### config.mk
export PLATFORM = sky130hd
export DESIGN_NAME = btn_event
export DESIGN_NICKNAME = d
export VERILOG_FILES = /design/src/rtl/btn_event.sv
export SDC_FILE = /design/constraint.sdc
export NUM_CORES = 1
export LEC_CHECK = 0
export CAP_MARGIN = 25
export CORE_MARGIN = 3
export CORE_UTILIZATION = 45
export DETAILED_ROUTE_END_ITERATION = 8
export GPL_TIMING_DRIVEN = 0
export SETUP_SLACK_MARGIN = 0.15
export SYNTH_ARGS = -nofsm -noshare
export SYNTH_HDL_FRONTEND = slang
export SYNTH_SLANG_ARGS = --single-unit
export TNS_END_PERCENT = 10
### constraint.sdc
create_clock -name CLK -period 3 [get_ports CLK]
set_clock_uncertainty 0.2 [all_clocks]
set_input_delay 0.6 -clock CLK [delete_from_list [all_inputs] [get_ports CLK]]
set_output_delay 0.6 -clock CLK [all_outputs]
set_load 0.01 [all_outputs]
### src/rtl/btn_event.sv
// btn_event: synchronise, debounce and edge-detect NBTN push buttons.
// Ports: CLK, RST (sync, active high), BTNIN raw inputs,
//   BTNOUT/BTNREL/BTNLONG one-cycle press/release/long pulses,
//   BTNLVL debounced level. One sample prescaler shared by all buttons.
module btn_event #(
    parameter int NBTN       = 1,
    parameter int SAMPLE_DIV = 500000,
    parameter int STABLE_CNT = 3,
    parameter int LONG_TICKS = 100
) (
    input  logic            CLK,
    input  logic            RST,
    input  logic [NBTN-1:0] BTNIN,
    output logic [NBTN-1:0] BTNOUT,
    output logic [NBTN-1:0] BTNREL,
    output logic [NBTN-1:0] BTNLONG,
    output logic [NBTN-1:0] BTNLVL
);

    localparam int PW = $clog2(SAMPLE_DIV);
    localparam int SW = $clog2(STABLE_CNT);
    localparam int HW = $clog2(LONG_TICKS + 1);

    localparam logic [PW-1:0] PLAST = PW'(SAMPLE_DIV - 1);
    localparam logic [SW-1:0] SLAST = SW'(STABLE_CNT - 1);
    localparam logic [HW-1:0] HSAT  = HW'(LONG_TICKS);
    localparam logic [HW-1:0] HPRE  = HW'(LONG_TICKS - 1);

    typedef enum logic [1:0] {
        IDLE,
        PDEB,
        HELD,
        RDEB
    } state_e;

    logic [PW-1:0]   pcnt_q, pcnt_d;
    logic [NBTN-1:0] s1_q, s1_d;
    logic [NBTN-1:0] s2_q, s2_d;
    logic            tick;

    state_e          state_q [NBTN];
    state_e          state_d [NBTN];
    logic [SW-1:0]   scnt_q  [NBTN];
    logic [SW-1:0]   scnt_d  [NBTN];
    logic [HW-1:0]   hcnt_q  [NBTN];
    logic [HW-1:0]   hcnt_d  [NBTN];

    logic [NBTN-1:0] out_q, out_d;
    logic [NBTN-1:0] rel_q, rel_d;
    logic [NBTN-1:0] long_q, long_d;
    logic [NBTN-1:0] lvl_q, lvl_d;

    assign tick = (pcnt_q == PLAST);

    always_comb begin
        pcnt_d = tick ? '0 : pcnt_q + PW'(1);
        s1_d   = BTNIN;
        s2_d   = s1_q;
        out_d  = '0;
        rel_d  = '0;
        long_d = '0;
        lvl_d  = '0;
        for (int i = 0; i < NBTN; i++) begin
            state_d[i] = state_q[i];
            scnt_d[i]  = scnt_q[i];
            hcnt_d[i]  = hcnt_q[i];
            if (tick) begin
                unique case (state_q[i])
                    IDLE: begin
                        if (s2_q[i]) begin
                            state_d[i] = PDEB;
                            scnt_d[i]  = SW'(1);
                        end
                    end
                    PDEB: begin
                        if (!s2_q[i]) begin
                            state_d[i] = IDLE;
                            scnt_d[i]  = '0;
                        end else if (scnt_q[i] == SLAST) begin
                            state_d[i] = HELD;
                            scnt_d[i]  = '0;
                            hcnt_d[i]  = '0;
                            out_d[i]   = 1'b1;
                        end else begin
                            scnt_d[i] = scnt_q[i] + SW'(1);
                        end
                    end
                    HELD: begin
                        if (!s2_q[i]) begin
                            state_d[i] = RDEB;
                            scnt_d[i]  = SW'(1);
                        end else if (hcnt_q[i] < HSAT) begin
                            // saturation keeps the long pulse to one per press
                            hcnt_d[i] = hcnt_q[i] + HW'(1);
                            long_d[i] = (hcnt_q[i] == HPRE);
                        end
                    end
                    RDEB: begin
                        if (s2_q[i]) begin
                            // bounce while held: resume without touching hcnt
                            state_d[i] = HELD;
                            scnt_d[i]  = '0;
                        end else if (scnt_q[i] == SLAST) begin
                            state_d[i] = IDLE;
                            scnt_d[i]  = '0;
                            hcnt_d[i]  = '0;
                            rel_d[i]   = 1'b1;
                        end else begin
                            scnt_d[i] = scnt_q[i] + SW'(1);
                        end
                    end
                    default: state_d[i] = IDLE;
                endcase
            end
            lvl_d[i] = (state_d[i] == HELD) || (state_d[i] == RDEB);
        end
    end

    always_ff @(posedge CLK) begin
        if (RST) begin
            pcnt_q <= '0;
            s1_q   <= '0;
            s2_q   <= '0;
            out_q  <= '0;
            rel_q  <= '0;
            long_q <= '0;
            lvl_q  <= '0;
            for (int i = 0; i < NBTN; i++) begin
                state_q[i] <= IDLE;
                scnt_q[i]  <= '0;
                hcnt_q[i]  <= '0;
            end
        end else begin
            pcnt_q <= pcnt_d;
            s1_q   <= s1_d;
            s2_q   <= s2_d;
            out_q  <= out_d;
            rel_q  <= rel_d;
            long_q <= long_d;
            lvl_q  <= lvl_d;
            for (int i = 0; i < NBTN; i++) begin
                state_q[i] <= state_d[i];
                scnt_q[i]  <= scnt_d[i];
                hcnt_q[i]  <= hcnt_d[i];
            end
        end
    end

    assign BTNOUT  = out_q;
    assign BTNREL  = rel_q;
    assign BTNLONG = long_q;
    assign BTNLVL  = lvl_q;

endmodule
==> run summary, run 1 <==
setup ws final = 0.754 ns
ant diodes = 0
area of the multi-input gates = 947 um^2
crit-path cells = ha_1 > and4_1 > and3_1 > clkbuf_1 > nand2_1 > nor4_1
crit path max fanout = 10
Post-synth ARST share = 0%
final hold viol count = 0
Placed Instance Area = 0.00185 mm^2
R2R depth = 6
Cell variety after synth = 47
Post-route DRC = 0
top-count cell post-synth = dfxtp_1
CTS resizes = 0
unrepaired setup endpoints after global routing = false
layout cell share with drive strength beyond 1 = 7.11%
CTS tree = done
Vias = 1504
TritonCTS buffer count = 5
WP data arrival = 2.23 ns
period utilisation layout = 74.9%
Slew HR = 62.1%
first-pass GRT wire length = 6660 um
first-iteration detailed-routing DRC count = 79
Die Ht = 68.2 um
Max Cap Viol = 0
fmax = 0.445 GHz
largest net degree at the start of global routing = 12
IO Pins = 7
Commonest cells post-synth = 36 x dfxtp_1, 22 x nor2_1, 12 x nand2_1, 10 x nand3_1, 10 x xnor2_1
largest cells by area after synthesis = dfxtp_1 41%, xnor2_1 5.0%, nor2_1 4.7%, nand3_1 2.9%, nand2_1 2.6%
clock latency on the worst-skew pair = 0.29 ns
Top FF cell, synth = dfxtp_1
GR Overflow Total = 0
PortBufs = 5
Worst Setup Start Kind = flop
Worst Hold Depth = 1
CTS Root Cell = clkbuf_8
Total Neg Setup Slack = 0 ns
Starting Density = 49.4%
YS warnings = 0
CTS clk-pin slew, worst paths = 0.07 ns
GRT Total Usage = 19.3%
dpl hpwl = 2710 um
Hold Crit Class = reg2reg
Seq/Total Area, Yosys = 41.4%
CTS Sinks = 36
finished layout cell area = 0.00197 mm^2
worst-margin pin slew = 0.561 ns
Synth Instances = 198
pre-CTS setup slack = 0.772 ns
vias in the first global route = 1396
min-delay src = s1_q
Die W = 68.2 um
VDD IR-drop max = 0.294 mV
synthesized cell area = 0.00174 mm^2
gpl congestion = 0.885
Final nets = 215
fillers = 329
Critical Path Sink Type = flop
final setup vio count = 0
#FFs+latches synth = 36
routed wire length = 3780 um
Tmin final = 2.25 ns
Avg WL per Cell = 14.7 um
Area Overhead vs Synth = 13.5%
H-tree depth = 2
Max stage delay cell, worst path = nor4_1
Reg area = 721 um^2
vias per std cell = 5.85
CP peak stage delay = 0.38 ns
PwrDens = 494 mW/mm^2
Worst Hold Path EP = s2_q
share of Yosys cell area claimed by the top area cell type = 41.4%
Max clock buf depth = 2
biggest area consumer among synthesized cells = dfxtp_1
Crit path required time = 2.99 ns
R2R Setup Slk = 0.75 ns
core area = 0.00352 mm^2
status = finished, final reports clean
Leak = 0.639 nW
Detailed Routing Iterations Pass 1 = 4
Syn Nets = 203
Mean Syn Cell Area = 8.78 um^2
RR Startpoint = pcnt_q[0]
max-slew violation count = 0
R2R Path End = BTNLONG
initial antenna violation count = 0
Setup Fix Bufs, Post-CTS = 0
Hold Buf Count CTS = 0
number of synthesized flops with an enable pin = 0
Crit Path Class = reg2reg
Final ANT Viol Nets = 0
row count = 21
die area = 0.00465 mm^2
==> per-stage QoR <==
stage	instances	util, %	hold slack, ns	power (mW)
2_1_floorplan	198	-	0.214	0.513
3_3_place_gp	249	52.5	0.222	0.521
3_5_place_dp	249	52.5	0.230	0.521
4_1_cts	257	56.0	0.251	0.985
5_1_grt	257	56.0	0.265	1.01
6_report	257	56.0	0.246	0.975
==> cells by family after synthesis <==
logic type,synth area share [%]
adders and majority gates,1.44
DFF,41.4
buffers and inverters,4.10
xor gates and xnor gates,7.05
AOI/OAI and AO/OA,16.6
and+or+nand+nor,29.4
==> cells in the final DEF (no fill, tap or decap), drive strengths merged, types with 6 or more instances in the layout <==
cell | Yosys | layout
dfxtp | 36 | 36
nor2 | 22 | 22
clkbuf | 7 | 14
nand2 | 12 | 12
nand3 | 11 | 11
xnor2 | 10 | 10
inv | 7 | 7
nand4 | 6 | 6
nor4 | 6 | 6
a21oi | 6 | 6
==> flip-flops by register name, summed over array words and instances (netlist names) <==
| signal | cells |
|---|---|
| hcnt_q | 7 |
| BTNLONG | 1 |
| scnt_q | 2 |
| pcnt_q | 19 |
| state_q | 2 |
| BTNOUT | 1 |
| s2_q | 1 |
| BTNLVL | 1 |
| BTNREL | 1 |
| s1_q | 1 |
==> critical path: cells and delay by family (launching register included) <==
kind                       cells  cell delay (ns)
adders and majority gates      1             0.23
buffers and inverters          1             0.23
DFF                            1             0.35
and+or+nand+nor                4             1.14
==> metal layers <==
layer  up-vias  track usage [%]  wire length (um)
li1        764                -                 -
met1       700             26.5              1880
met2        30             28.8              1620
met3        10             3.45               189
met4         0             9.68                88
met5         -                0                 0
==> how the worst max path moves through the flow <==
stage / from / end / slack [ns] / depth (start not counted)
after global routing: pcnt_q[13] / pcnt_q[5] / 0.56 / 5
after global placement: pcnt_q[12] / pcnt_q[5] / 0.82 / 5
final: pcnt_q[0] / BTNLONG / 0.75 / 6
after detailed placement: pcnt_q[0] / BTNLONG / 0.77 / 6
after floorplan: pcnt_q[9] / BTNLVL / 1.04 / 5
after CTS: pcnt_q[0] / BTNLONG / 0.76 / 6
==> report_power, final <==
part           total, mW  switching (mW)  internal [mW]
clock              0.465           0.171          0.293
sequential         0.485         0.00281          0.482
combinational     0.0252          0.0167        0.00844
==> cell type report <==
cell class                 instances  share of cell area [%]
buffer                             9                    2.28
clock buffer                       7                    4.88
clock inverter                     1                    1.52
inverter                           7                    1.33
multi-input combinational        146                    48.0
sequential                        36                    36.5
tap                               46                    2.92
timing repair buffer               5                    2.54
Power figures use the tool's default switching activity.
==> run 2, diff against run 1 <==
==> constraint.sdc (replaced) <==
create_clock -name CLK -period 1.9 [get_ports CLK]
set_clock_uncertainty 0.2 [all_clocks]
set_input_delay 0.38 -clock CLK [delete_from_list [all_inputs] [get_ports CLK]]
set_output_delay 0.38 -clock CLK [all_outputs]
set_load 0.01 [all_outputs]
==> run 2 against run 1 <==
  * The run now ends with negative setup slack left
  * Worst setup slack got worse by 0.76 ns
  * Worst hold slack gained 0.0027 ns
  * Total power is 51% higher
  * First-iteration DRC count grew 110%
  * Core utilization up 7.5 points
  * Fmax up 18%
  * Clock power increased by 40%
  * Non-clock buffer count rose by 8
  * Sequential share of layout area fell by 3.0 points
  * Routed wire length grew 7.1%
  * Register-to-register slack worse by 0.76 ns
  * Critical path type unchanged
  * Critical endpoint is now state_q[0][1]
  * Largest cell class unchanged
==> run summary, run 2 (synthesis gave the netlist of run 1 again) <==
Die W = 68.2 um
Layout Cells excl Fill = 265
met3 GRT Util = 3.94%
met1 Track Usage GR = 26.9%
IO Pins = 7
GRT busiest layer = met2
largest reg by FF count = pcnt_q
commonest cells after routing, fill and taps aside = 25 x dfxtp_1, 21 x nor2_1, 10 x nand2_1, 10 x xnor2_1, 8 x nand3_1
fmax = 0.524 GHz
first-iteration detailed-routing DRC count = 164
Max clock buf depth = 2
Final nets = 223
Combinational Power Share = 3.6%
failing checks = negative setup slack
Switch Pwr = 0.301 mW
CTS tree = done
Avg WL per Cell = 15.3 um
Crit path required time = 1.88 ns
GRT Total Usage = 19.1%
ant diodes = 0
first-pass GRT wire length = 6790 um
Inst Count DP = 249
Worst Hold Path EP = s2_q
Starting Density = 49.4%
final hold viol count = 0
biggest regs = pcnt_q x19, hcnt_q x7
vias in the first global route = 1447
Max Cap Viol = 0
period utilisation layout = 100%
H-tree depth = 2
Die Ht = 68.2 um
Vias = 1591
dpl hpwl = 2610 um
crit path max fanout = 6
R2R Setup Slk = -0.009 ns
setup ws final = -0.00946 ns
final setup vio count = 2
Tot Pwr = 1.47 mW
Fin Hold WS = 0.249 ns
status = finished, violations left
core area = 0.00352 mm^2
CTS clk-pin slew, worst paths = 0.07 ns
WP data arrival = 1.88 ns
GR Overflow Total = 0
commonest non-fill, non-tap cell in the layout = dfxtp_1
largest net degree at the start of global routing = 12
Detailed Routing Iterations Pass 1 = 4
Slew HR = 56.8%
Sw Share = 20.5%
Total Neg Setup Slack = -0.0160 ns
Leak = 0.714 nW
Final ANT Viol Nets = 0
row count = 21
Hold Buf Count CTS = 0
max-slew violation count = 0
Post-route DRC = 0
die area = 0.00465 mm^2
VDD IR-drop max = 0.448 mV
routed wire length = 4050 um
Crit Path Class = reg2reg
vias per std cell = 6.00
Worst Hold Depth = 1
max reg flops = 19
min-delay src = s1_q
Worst Setup Start Kind = flop
CTS Sinks = 36
Internal = 1.17 mW
worst-margin pin slew = 0.648 ns
TritonCTS buffer count = 5
Clock Power Share = 44.3%
PwrDens = 656 mW/mm^2
layout cell share with drive strength beyond 1 = 26.5%
unrepaired setup endpoints after global routing = true
PortBufs = 5
Seq pwr share = 52.1%
Tmin final = 1.91 ns
Hold Crit Class = reg2reg
clock latency on the worst-skew pair = 0.28 ns
initial antenna violation count = 0
RR Startpoint = pcnt_q[10]
CTS Root Cell = clkbuf_8
Critical Path Sink Type = flop
R2R Path End = state_q[0][1]
gpl congestion = 0.889
Area Overhead vs Synth = 28.6%
GR Util met2 = 30.2%
R2R depth = 5
[run 2: changes by cell type in the layout (fill, tap and decap cells not counted), moves of 3 or more]
| cell | delta |
|---|---|
| dfxtp_1 | -11 |
| dfxtp_4 | +6 |
| clkbuf_1 | -3 |
| buf_4 | +6 |
| a21oi_2 | +4 |
| dfxtp_2 | +5 |
| a21oi_1 | -4 |
| nand3_4 | +3 |
| buf_6 | +3 |
[run 2: power groups by stage]
| stage | combinational, mW | clock, mW | sequential, mW |
|---|---|---|---|
| after global routing | 0.0592 | 0.684 | 0.766 |
| final | 0.0530 | 0.650 | 0.765 |
| after global placement | 0.0399 | 0 | 0.783 |
| after floorplan | 0.0285 | 0 | 0.783 |
| after CTS | 0.0507 | 0.669 | 0.769 |
| after detailed placement | 0.0408 | 0 | 0.783 |
[run 2: worst max-delay path by stage]
stage                     startpoint            end  slack [ns]  cells past startpoint
final                     pcnt_q[10]  state_q[0][1]      -0.009                      5
after global routing       pcnt_q[9]         BTNLVL       -0.07                      5
after CTS                 pcnt_q[10]  state_q[0][1]       -0.01                      5
after detailed placement  pcnt_q[12]      pcnt_q[8]       -0.27                      5
after global placement     pcnt_q[7]      pcnt_q[7]       -0.25                      5
after floorplan           pcnt_q[10]         BTNLVL        0.04                      5
[run 2: repair_timing]
action                     CTS  global route
buffers inserted             4             3
resized for setup           38            22
gates cloned                 1             0
pin swaps                   12             2
setup endpoints to repair   32            32
hold endpoints to repair     0             0
[run 2: through the flow]
| stage | area, um^2 | setup slack (ns) | utilization [%] |
|---|---|---|---|
| finish | 2240 | -0.00946 | 63.5 |
| global route | 2240 | -0.0734 | 63.5 |
| CTS | 2140 | -0.0146 | 60.7 |
| detailed placement | 1850 | -0.266 | 52.6 |
| global placement | 1850 | -0.250 | 52.6 |
| floorplan | 1750 | 0.0425 | - |
[run 2: worst max-delay path: stages (launching register included)]
cell and delay (ns):
dfxtp_4 0.34, or3b_4 0.40, or2_1 0.22, buf_6 0.14, o311a_1 0.30, a41o_1 0.21
[run 2: per-layer routing]
| layer | part of all wire, % | up-vias | wire [um] |
|---|---|---|---|
| met5 | 0 | - | 0 |
| met4 | 0.59 | 0 | 24 |
| met3 | 3.6 | 4 | 147 |
| met2 | 47 | 39 | 1880 |
| met1 | 49 | 770 | 1990 |
| li1 | - | 778 | - |
[run 2: layout make-up]
cell class | instances | area (um^2)
fillers | 320 | 1280
multi-input cells | 146 | 1120
flip-flops and latches | 36 | 749
repair buffers | 13 | 118
clock buffers | 6 | 72.6
plain buffers | 9 | 58.8
well taps | 46 | 57.6
clock inverters | 2 | 35.0
inverters | 7 | 26.3
